<file path="src/rtl/fetch_unit.sv">
// -----------------------------------------------------------------------------
// fetch_unit
//
// Instruction fetch stage with an IF/ID pipeline register.
//
// The PC register drives instruction memory directly. The word that memory
// returns is captured into IF/ID on the next rising edge, together with the PC
// it came from. A taken branch redirects the PC and flushes IF/ID. A stall
// freezes the whole stage. Fetching past the end of instruction memory parks
// the unit in HALTED, and it stays there until a branch or a reset.
//
// Ports
//   clk              single clock; all state updates on the rising edge
//   reset            synchronous, active-high reset
//   Stall            hold PC, IF/ID, Fetch_Count and state
//   Branch_Taken     redirect fetch to Branch_Target and flush IF/ID
//   Branch_Target    redirect byte address (low two bits ignored)
//   Instruction      word returned combinationally for Inst_Address
//   Inst_Address     current PC, straight from the PC register
//   IFID_PC          PC of the word held in IF/ID
//   IFID_Instruction word held in IF/ID (NOP when invalid)
//   IFID_Valid       IF/ID holds a real instruction
//   Halted           unit is in state HALTED
//   Fetch_Count      number of valid instructions delivered to IF/ID
// -----------------------------------------------------------------------------
module fetch_unit #(
    parameter logic [63:0] RESET_PC   = 64'h0,
    parameter int unsigned IMEM_BYTES = 80
) (
    input  logic        clk,
    input  logic        reset,
    input  logic        Stall,
    input  logic        Branch_Taken,
    input  logic [63:0] Branch_Target,
    input  logic [31:0] Instruction,
    output logic [63:0] Inst_Address,
    output logic [63:0] IFID_PC,
    output logic [31:0] IFID_Instruction,
    output logic        IFID_Valid,
    output logic        Halted,
    output logic [31:0] Fetch_Count
);

    localparam logic [31:0] NOP = 32'h0000_0013;

    typedef enum logic {
        RUN    = 1'b0,
        HALTED = 1'b1
    } state_t;

    state_t      r_state,       w_state_nxt;
    logic [63:0] r_pc,          w_pc_nxt;
    logic [63:0] r_ifid_pc,     w_ifid_pc_nxt;
    logic [31:0] r_ifid_instr,  w_ifid_instr_nxt;
    logic        r_ifid_valid,  w_ifid_valid_nxt;
    logic [31:0] r_fetch_count, w_fetch_count_nxt;

    logic        w_in_range;
    logic        w_unused_target_bits;

    // Compare at 65 bits so that a PC near 2^64 cannot wrap around and look
    // like a small, in-range address.
    assign w_in_range = ({1'b0, r_pc} + 65'd4) <= 65'(IMEM_BYTES);

    // Branch targets are word aligned; the low two bits are dropped.
    assign w_unused_target_bits = &Branch_Target[1:0];

    // Next-state and datapath. Priority: Branch_Taken > Stall > state action;
    // reset is applied on top of this in the register process.
    always_comb begin
        // NOTE: every output of this block gets a hold value first, so no path
        // through the if/else tree can leave one unassigned and infer a latch.
        w_state_nxt       = r_state;
        w_pc_nxt          = r_pc;
        w_ifid_pc_nxt     = r_ifid_pc;
        w_ifid_instr_nxt  = r_ifid_instr;
        w_ifid_valid_nxt  = r_ifid_valid;
        w_fetch_count_nxt = r_fetch_count;

        if (Branch_Taken) begin
            // Flush: IFID_PC and Fetch_Count keep their old values.
            w_pc_nxt         = {Branch_Target[63:2], 2'b00};
            w_ifid_instr_nxt = NOP;
            w_ifid_valid_nxt = 1'b0;
            w_state_nxt      = RUN;
        end else if (!Stall) begin
            if (r_state == RUN && w_in_range) begin
                w_ifid_pc_nxt     = r_pc;
                w_ifid_instr_nxt  = Instruction;
                w_ifid_valid_nxt  = 1'b1;
                w_pc_nxt          = r_pc + 64'd4;
                w_fetch_count_nxt = r_fetch_count + 32'd1;
            end else begin
                // Out of range in RUN, or already HALTED: the PC holds and a
                // bubble goes into IF/ID on every edge.
                w_ifid_instr_nxt = NOP;
                w_ifid_valid_nxt = 1'b0;
                w_state_nxt      = HALTED;
            end
        end
    end

    // State register with synchronous reset.
    always_ff @(posedge clk) begin
        // NOTE: sequential state uses non-blocking assignments, so every
        // register samples the values from before the edge, whatever order the
        // statements are written in.
        if (reset) begin
            r_state       <= RUN;
            r_pc          <= RESET_PC;
            r_ifid_pc     <= 64'd0;
            r_ifid_instr  <= NOP;
            r_ifid_valid  <= 1'b0;
            r_fetch_count <= 32'd0;
        end else begin
            r_state       <= w_state_nxt;
            r_pc          <= w_pc_nxt;
            r_ifid_pc     <= w_ifid_pc_nxt;
            r_ifid_instr  <= w_ifid_instr_nxt;
            r_ifid_valid  <= w_ifid_valid_nxt;
            r_fetch_count <= w_fetch_count_nxt;
        end
    end

    assign Inst_Address     = r_pc;
    assign IFID_PC          = r_ifid_pc;
    assign IFID_Instruction = r_ifid_instr;
    assign IFID_Valid       = r_ifid_valid;
    assign Halted           = (r_state == HALTED);
    assign Fetch_Count      = r_fetch_count;

endmodule

</file>
<file path="config.mk">
export PLATFORM = sky130hd
export DESIGN_NAME = fetch_unit
export DESIGN_NICKNAME = d
export VERILOG_FILES = /design/src/rtl/fetch_unit.sv
export SDC_FILE = /design/constraint.sdc
export NUM_CORES = 1
export LEC_CHECK = 0
export ABC_AREA = 0
export BUFFER_PORTS_ARGS = -buffer_cell sky130_fd_sc_hd__buf_2
export CAP_MARGIN = 20
export CORE_ASPECT_RATIO = 0.5
export CORE_MARGIN = 10
export CORE_UTILIZATION = 35
export DETAILED_ROUTE_END_ITERATION = 12
export PLACE_DENSITY = 0.69
export SLEW_MARGIN = 0
export SYNTH_ARGS = -nofsm -noshare
export SYNTH_HDL_FRONTEND = slang
export SYNTH_SLANG_ARGS = --single-unit
</file>
<file path="constraint.sdc">
create_clock -name clk -period 5.1 [get_ports clk]
set_input_delay 0.765 -clock clk [delete_from_list [all_inputs] [get_ports clk]]
set_output_delay 0.765 -clock clk [all_outputs]
set_load 0.01 [all_outputs]
</file>
# Yosys cells after proc, flatten, opt, wreduce, memory -nomap -nowiden
# Cells that the tools add are included.
# op_classes
reduce_logical	7
magnitude_cmp	1
n_mux	5
bitwise	4
n_eq_ne	1
n_addsub	3
# ops
cell	count
$mux W64	3
$add A64 B3 Y65 const B	1
$le A65 B7 Y1 const B	1
$add A64 B3 Y64 const B	1
$add A32 B1 Y32 const B	1
$mux W32	1
$reduce_and A2 Y1	3
$not A1 Y1	4
$reduce_and A3 Y1	1
$ne A2 B1 Y1 const B	1
$reduce_bool A2 Y1	1
$reduce_or A2 Y1	1
$logic_and A1 B1 Y1	1
$mux W1	1
# word_totals
word_cells	28
register_bits	194
in_bits	100
output_inout_bits	194

# Longest topological paths before layout
# Gate-level depths: netlist of the first run.
# logic_depth
depth_word	6
depth_mapped	15
ltp_nobuf	11

# Worst setup path before layout of the first run
# Ideal clock, no wire load.
# synth_path
path_kind	register to register
from	register r_pc[2], in the netlist Inst_Address[2]
to	register r_fetch_count[15], in the netlist Fetch_Count[15]
required_time_ns	5.029
arrival_ns	3.436
path_stages_with_launch	14
setup_time_ns	0.071
path_slack_ns	1.593
cell_sequence	dfxtp_1 > ha_1 > nand3_1 > nor4_1 > clkbuf_1 > nand4_1 > xor2_1 > a31oi_1 > a2111oi_0 > and4b_1 > nand3_4 > buf_6 > or4_1 > a21oi_1
# synth_via
elab_chain_cells	4
# synth_rtl
item	line_no	text
start: declaration	52	logic [63:0] r_pc, w_pc_nxt;
start signal: assignment	117	r_pc <= w_pc_nxt;
$add A64 B3 Y65	63	assign w_in_range = ({1'b0, r_pc} + 65'd4) <= 65'(IMEM_BYTES);
$le A65 B7 Y1	63	
$logic_and A1 B1 Y1	87	if (r_state == RUN && w_in_range) begin
$reduce_and A3 Y1 (no source line)	n/a	
end signal: assignment	121	r_fetch_count <= w_fetch_count_nxt;
end: declaration	56	logic [31:0] r_fetch_count, w_fetch_count_nxt;
# Every way passes these cells.
# A chain may end at the register's enable or synchronous reset.

# Worst setup path in the final report of the first run
# layout_path
from	register r_pc[3], in the netlist Inst_Address[3]
to	register r_pc[3], in the netlist Inst_Address[3]
# layout_via
elab_chain_cells	5
elab_cells_between_ends	9
classes_between	add/sub: 2; order compare: 1; mux: 3; reduce/logical: 3
# layout_rtl
item	line_no
$add A64 B3 Y65	63
$le A65 B7 Y1	63
$logic_and A1 B1 Y1	87
$reduce_bool A2 Y1 (no source line)	n/a
$reduce_and A2 Y1 (no source line)	n/a
# Parallel ways exist; a longest one is shown, timed or not. The select of a mux whose other input is x is not followed.

==> flow_metrics.py, run 1 <==
metrics = {
    "status": {
        "status": "finished clean",
    },
    "timing": {
        "finClkSkew_ns": 0.0111,
        "fmax_mhz": 219,
        "finalCritPeriodShare_pct": 89.5,
        "hold_violations": 0,
        "min_period_ns": 4.57,
        "rsz0062_at_grt": "false",
        "fin_tns_setup_ns": 0,
        "maxSlewViolCount": 0,
        "setup_violations": 0,
        "slew_headroom_pct": 26.1,
        "worst_slew_pin_slew_ns": 1.11,
        "fin_ws_ns": 0.534,
    },
    "detailed_routing": {
        "drt-initial-drc-count": 745,
        "routed_wl_microns": 29300,
        "routed-via-count": 8182,
        "firstDrtPassIters": 5,
        "ant_nets": 0,
        "drc": 0,
        "wl_per_cell_microns": 19.2,
        "routed_via_density": 5.37,
    },
    "logic_synthesis": {
        "synth_warnings": 0,
        "yosysUniqueCellTypes": 66,
        "ys_seq_area_share_pct": 44.8,
        "ys_seq_elements": 190,
        "netlist_area_sq_um": 8490,
        "synth_edf_count": 0,
        "synthArstFlopShare_pct": 0,
        "synth_ff_type": "dfxtp_1",
        "synth_cells": 941,
        "syn_area_per_cell_sq_um": 9.02,
    },
    "pwr": {
        "ir_drop_mv": 0.183,
        "power_mw": 3.13,
        "leakagePower_nw": 4.76,
        "pwr_density_cell_nw_per_um2": 294,
    },
    "critical_path": {
        "r2r_end": "Inst_Address[3]",
        "cp_cell_sequence": "ha_1, nand3_1, nor4_1, buf_4, nand4_1, xor2_1, a31oi_1, a2111oi_0, and4b_1, and2_2, buf_4, a21oi_1, a221oi_1",
        "critical_path.top_delay_family": "simple AND/OR/NAND/NOR gates",
        "r2r-start": "Inst_Address[3]",
        "path_buf_inv": 2,
        "path_class": "reg2reg",
        "r2r_slack_ns": 0.53,
        "end_kind": "flop",
        "cpPeakStageDelay_ns": 0.61,
        "critPathLaunchType": "flop",
        "slowest_stage": "a2111oi_0",
        "cp.required_ns": 5.46,
        "ff2ff_path_depth": 13,
        "critPathMaxFanout": 30,
        "critical_path_arrival_ns": 4.92,
        "crit_path_frequent_cell": "buf_4",
    },
    "job": {
        "maxCapViolCount": 0,
    },
    "cts": {
        "numCtsBuffers": 17,
        "cts_setup_buffers": 0,
        "holdBufCountCts": 0,
        "postCtsResizedCells": 0,
        "clock_sinks": 190,
        "cts_tree": "yes",
        "clockBufferDepth": 2,
        "cts_root_buf": "clkbuf_16",
        "clk_latency_ns": 0.46,
        "ctsHtreeMaxLevel": 4,
        "clkTransAtPathRegs_ns": 0.07,
    },
    "placed_design": {
        "hpwl_microns": 22100,
        "pre_cts_ws_ns": 0.814,
        "portBuffers": 287,
        "gp_congestion": 0.928,
    },
    "floorplanning": {
        "initial_utilization_pct": 35.5,
        "fp.dieW_microns": 240,
        "rows": 40,
        "io_pins": 294,
        "dieHeight_microns": 130,
        "coreArea_sq_um": 23900,
        "die_area_sq_um": 31300,
    },
    "global_route": {
        "grt.total_usage_pct": 17.8,
        "antenna_found_initial": 2,
        "grt_max_degree": 72,
        "grt_overflow": 0,
        "grt_pass1_vias": 7782,
        "grt_pass1_wl_microns": 43800,
    },
    "final_layout": {
        "fill_cells": 2363,
        "fin_nets": 1297,
        "regArea_sq_um": 3800,
        "multi_input_area_sq_um": 4340,
        "synthToLayoutAreaGrowth_pct": 25.5,
        "drive_gt1_share_pct": 29.1,
        "final_util_pct": 44.6,
    },
    "worst_hold_path": {
        "whs_endpoint": "IFID_PC[45]",
        "whs_path_depth": 1,
        "hold_start": "IFID_PC[45]",
        "hold_path.class": "reg2reg",
    },
}
[synthesized netlist by cell type (all sizes together), types with 11 or more instances]
| library cell | instances | area share [%] |
|---|---|---|
| buf | 31 | 2.2 |
| o21ai | 14 | 0.83 |
| inv | 14 | 0.62 |
| and4 | 13 | 1.4 |
| nand2 | 41 | 1.8 |
| o31ai | 15 | 1.3 |
| nor2 | 133 | 5.9 |
| a31oi | 11 | 0.81 |
| mux2i | 67 | 7.9 |
| or4 | 21 | 1.9 |
| a21oi | 23 | 1.4 |
| dfxtp | 190 | 45 |
| nor3 | 21 | 1.4 |
| xnor2 | 13 | 1.3 |
| nand4 | 33 | 2.5 |
| and2 | 62 | 4.6 |
| nand3 | 44 | 2.9 |
| clkbuf | 30 | 1.4 |
| nor2b | 12 | 0.88 |
| a22oi | 29 | 2.6 |
| and3 | 18 | 1.4 |
| nor4 | 17 | 1.6 |
[worst max path at each step]
stage	start	endpoint	slack (ns)	cells past startpoint
3_5_place_dp	Inst_Address[3]	Fetch_Count[15]	0.81	12
4_1_cts	Inst_Address[2]	Inst_Address[3]	0.75	13
6_report	Inst_Address[3]	Inst_Address[3]	0.53	13
5_1_grt	Inst_Address[22]	Fetch_Count[25]	0.1	10
3_3_place_gp	Inst_Address[2]	Inst_Address[3]	0.89	13
2_1_floorplan	Inst_Address[2]	Fetch_Count[15]	1.59	13
[layout by cell type, fill, tap and decap left out, types with 4 or more instances in the layout]
cell type / instances
xor2_1: 10
and2_1: 61
or2_2: 4
and3_1: 17
nor4_1: 15
nand2_1: 40
clkbuf_16: 17
and4_1: 12
a311oi_1: 5
or4_1: 21
a22oi_1: 29
nor2_1: 133
dfxtp_1: 190
nand4_1: 32
inv_1: 14
o31ai_1: 15
o211ai_1: 5
clkinv_4: 5
or3_1: 10
nor2b_1: 12
a21oi_1: 22
o21ai_0: 14
xnor2_1: 13
mux2i_1: 67
buf_2: 285
a221oi_1: 4
nand3_1: 41
buf_4: 8
a31oi_1: 11
conb_1: 4
a211oi_1: 4
mux2_2: 9
o22ai_1: 4
nor3_1: 19
[layout make-up]
cell class	instances	share of cell area, %
Multi-Input combinational cell	679	40.7
Inverter	14	0.493
Clock inverter	15	1.44
Tap cell	315	3.70
Sequential cell	190	35.7
Antenna cell	1	0.0235
Clock buffer	17	3.99
Timing Repair Buffer	293	13.9
[stage by stage]
step	cell area, sq um	hold slack, ns	instances
final	10700	0.457	1524
after global routing	10700	0.473	1524
after CTS	10700	0.460	1523
after detailed placement	10100	0.439	1491
after global placement	10100	0.437	1491
after floorplan	8500	0.481	944
[cells by family (layout without fill, tap and decap cells)]
kind of cell | after synthesis | after routing | share of synthesized area, %
DFF | 190 | 190 | 44.8
adders and majority gates | 2 | 2 | 0.295
buffers and inverters | 75 | 339 | 4.23
and+or+nand+nor | 442 | 442 | 28.4
muxes | 76 | 76 | 9.09
other | 1 | 5 | 0.0442
xor gates and xnor gates | 23 | 23 | 2.37
AOI/OAI and AO/OA | 132 | 132 | 10.8
[layer usage]
layer	vias to the layer above	wire length [microns]	share of wire, %	global-route usage, %
met5	-	0	0	0
li1	3927	-	-	-
met1	3958	11600	40	20.3
met4	0	704	2.4	6.84
met2	253	15400	52	32.1
met3	44	1590	5.4	3.98
[registers in the layout (all words and copies together) (netlist names)]
name              count
IFID_PC              62
Inst_Address         62
Fetch_Count          32
IFID_Instruction     32
Halted                1
IFID_Valid            1
[power by group]
| part | leakage (nW) | internal (mW) | switching, mW |
|---|---|---|---|
| logic | 2.94 | 0.109 | 0.135 |
| clock network | 0.281 | 0.649 | 0.665 |
| registers | 1.54 | 1.51 | 0.0626 |
| total | 4.76 | 2.27 | 0.862 |
[worst register-to-register path, delay by kind of cell, from the launching register on]
kind	cells	cell delay, ns
DFF	1	0.47
and+or+nand+nor	5	1.68
adders and majority gates	1	0.32
AOI/OAI and AO/OA	4	1.14
buffers and inverters	2	0.66
xor gates and xnor gates	1	0.19
Note: power is estimated with default switching activity, not from simulation.
==> run 2: changes to the inputs <==
--- a/config.mk
+++ b/config.mk
@@ -5,14 +5,15 @@
 export SDC_FILE = /design/constraint.sdc
 export NUM_CORES = 1
 export LEC_CHECK = 0
-export ABC_AREA = 0
+export ABC_AREA = 1
 export BUFFER_PORTS_ARGS = -buffer_cell sky130_fd_sc_hd__buf_2
 export CAP_MARGIN = 20
 export CORE_ASPECT_RATIO = 0.5
 export CORE_MARGIN = 10
 export CORE_UTILIZATION = 35
 export DETAILED_ROUTE_END_ITERATION = 12
-export PLACE_DENSITY = 0.69
+export PLACE_DENSITY = 0.68
+export RECOVER_POWER = 25
 export SLEW_MARGIN = 0
 export SYNTH_ARGS = -nofsm -noshare
 export SYNTH_HDL_FRONTEND = slang
==> flow_metrics.py, run 2 <==
metrics = {
    "final_layout": {
        "layout_commonest_cell": "nand2_1",
        "fin_nets": 1839,
        "drive_gt1_share_pct": 14.9,
        "final_util_pct": 44.1,
        "synthToLayoutAreaGrowth_pct": 22.1,
        "final_cell_count_no_fill": 2125,
        "mostFrequentLayoutCells": "nand2_1, nor2_1, buf_2, dfxtp_1, nand3_1",
    },
    "critical_path": {
        "cp.required_ns": 5.42,
        "cp_cell_sequence": "ha_1, nand2_1, nor2_4, nand2_2, nor2_1, nand2_1, nand2_1, nand2_1, nor2_1, nand2_1, nor2_1, nand2_1, nor2_1, nand3_1, nor2_4, buf_4, nand3_4, buf_4, nand2_1, a21oi_1",
        "critPathLaunchType": "flop",
        "r2r_end": "Fetch_Count[17]",
        "end_kind": "flop",
        "critical_path.top_delay_family": "simple AND/OR/NAND/NOR gates",
        "ff2ff_path_depth": 20,
        "slowest_stage": "dfxtp_1",
        "crit_path_frequent_cell": "nand2_1",
        "cpPeakStageDelay_ns": 0.45,
        "critPathMaxFanout": 96,
        "r2r-start": "Inst_Address[2]",
        "r2r_slack_ns": 1.24,
        "critical_path_arrival_ns": 4.18,
        "path_class": "reg2reg",
        "path_buf_inv": 2,
    },
    "logic_synthesis": {
        "synth_compound_area_share_pct": 7.60,
        "netlist.area_leader.share_pct": 39.2,
        "muxShareOfSynthArea_pct": 0,
        "synth_edf_count": 0,
        "ys_seq_area_share_pct": 39.2,
        "yosysUniqueCellTypes": 31,
        "synth_xor_area_share_pct": 3.89,
        "netlist_area_sq_um": 9690,
        "ys_seq_elements": 190,
        "synth_ff_type": "dfxtp_1",
        "yosysTopAreaCell": "dfxtp_1",
        "synth_most_common_cell": "nand2_1",
        "syn_area_per_cell_sq_um": 6.49,
        "synthAdderAreaFrac_pct": 0.258,
        "synth_top_family_by_area": "simple AND/OR/NAND/NOR gates",
        "synthSimpleGateAreaFrac_pct": 42.2,
        "synth_cells": 1494,
        "synthArstFlopShare_pct": 0,
        "synth_warnings": 0,
        "yosys-top-cells-count": "nand2_1, nor2_1, dfxtp_1",
        "synthTopCellsByArea": "dfxtp_1, nand2_1, nor2_1",
    },
    "worst_hold_path": {
        "hold_start": "IFID_PC[27]",
        "whs_endpoint": "IFID_PC[27]",
        "hold_path.class": "reg2reg",
        "whs_path_depth": 2,
    },
    "detailed_routing": {
        "routed_wl_microns": 33700,
        "wl_per_cell_microns": 15.8,
        "ant_nets": 0,
        "drc": 0,
        "drt-initial-drc-count": 784,
        "routed-via-count": 10400,
        "firstDrtPassIters": 5,
        "routed_via_density": 4.89,
    },
    "floorplanning": {
        "fp.dieW_microns": 255,
        "dieHeight_microns": 138,
        "initial_utilization_pct": 36.1,
        "coreArea_sq_um": 26900,
        "io_pins": 294,
        "die_area_sq_um": 35200,
        "rows": 42,
    },
    "placed_design": {
        "portBuffers": 287,
        "gp_congestion": 0.919,
        "placedCellCount": 2092,
        "pre_cts_ws_ns": 1.26,
        "hpwl_microns": 25000,
    },
    "timing": {
        "fmax_mhz": 259,
        "fin_hold_ws_ns": 0.440,
        "finalCritPeriodShare_pct": 75.7,
        "maxSlewViolCount": 0,
        "min_period_ns": 3.86,
        "slew_headroom_pct": 28.4,
        "fin_tns_setup_ns": 0,
        "hold_violations": 0,
        "rsz0062_at_grt": "false",
        "finClkSkew_ns": 0.0197,
        "setup_violations": 0,
        "worst_slew_pin_slew_ns": 1.07,
        "fin_ws_ns": 1.24,
    },
    "cts": {
        "cts_root_buf": "clkbuf_16",
        "clk_latency_ns": 0.46,
        "ctsHtreeMaxLevel": 4,
        "holdBufCountCts": 0,
        "numCtsBuffers": 17,
        "clockBufferDepth": 2,
        "clock_sinks": 190,
        "postCtsResizedCells": 0,
        "cts_setup_buffers": 0,
        "cts_tree": "yes",
        "clkTransAtPathRegs_ns": 0.08,
    },
    "global_route": {
        "grt_max_degree": 97,
        "grt_overflow": 0,
        "grt.total_usage_pct": 18.3,
        "antenna_found_initial": 2,
        "grt_pass1_wl_microns": 52200,
        "grt_pass1_vias": 9593,
    },
    "job": {
        "maxCapViolCount": 0,
    },
    "pwr": {
        "pwr_density_cell_nw_per_um2": 270,
        "leakagePower_nw": 4.66,
        "ir_drop_mv": 0.219,
    },
    "status": {
        "status": "finished clean",
    },
}
## run 2: cell count changes after synthesis, moves of 60 or more
| cell | change |
|---|---|
| nand3_1 | +89 |
| nor2_1 | +84 |
| and2_1 | -60 |
| a21oi_1 | +106 |
| nand2_1 | +460 |
| mux2i_1 | -67 |
| inv_1 | +60 |
## run 2: logic make-up after synthesis
kind of cell / after synthesis
xor+xnor: 43
other cells: 1
fa+ha+maj: 2
simple gates: 960
compound gates: 144
flops: 190
buf+inv: 154
## run 2: layout make-up
| class | instances | area, sq um |
|---|---|---|
| inverter | 79 | 297 |
| timing repair buffer | 296 | 1390 |
| sequential | 190 | 3800 |
| multi-input combinational | 1153 | 5270 |
| antenna | 1 | 2.50 |
| clock buffer | 18 | 439 |
| fill | 2934 | 15000 |
| clock inverter | 14 | 175 |
| tap | 374 | 468 |
## run 2: stage by stage
stage	total power, mW	cell area, sq um
after floorplan	1.72	9700
after global placement	1.84	11300
after detailed placement	1.84	11300
after CTS	3.23	12000
after global routing	3.32	11800
final	3.19	11800
## run 2: how the worst max path moves through the flow
stage	start	end	slack, ns	cells after the start
floorplan	Inst_Address[2]	IFID_PC[23]	2.49	17
global placement	Inst_Address[2]	Fetch_Count[21]	1.30	20
detailed placement	Inst_Address[2]	Fetch_Count[4]	1.26	20
CTS	Inst_Address[2]	Fetch_Count[17]	1.24	20
global route	Inst_Address[2]	Fetch_Count[7]	0.79	20
finish	Inst_Address[2]	Fetch_Count[17]	1.24	20
## run 2: metal layers
metal	global-route usage [%]	vias to the layer above	routed length [microns]
met5	0	-	0
met2	31.7	258	16700
li1	-	5298	-
met3	5.09	38	2060
met1	21.8	4802	14400
met4	5.62	0	532
## run 2: worst reg2reg max path, stage by stage (launching register included)
cell	delay, ns
dfxtp_1	0.45
ha_1	0.25
nand2_1	0.12
nor2_4	0.17
nand2_2	0.10
nor2_1	0.29
nand2_1	0.12
nand2_1	0.07
nand2_1	0.05
nor2_1	0.09
nand2_1	0.06
nor2_1	0.10
nand2_1	0.07
nor2_1	0.15
nand3_1	0.21
nor2_4	0.17
buf_4	0.40
nand3_4	0.09
buf_4	0.43
nand2_1	0.24
a21oi_1	0.08
## run 2: where the power goes
group          leakage, nW  switching, mW  internal, mW
Sequential            1.54         0.0508          1.51
Clock                0.300          0.673         0.717
Combinational         2.82          0.151        0.0919
Total                 4.66          0.874          2.32
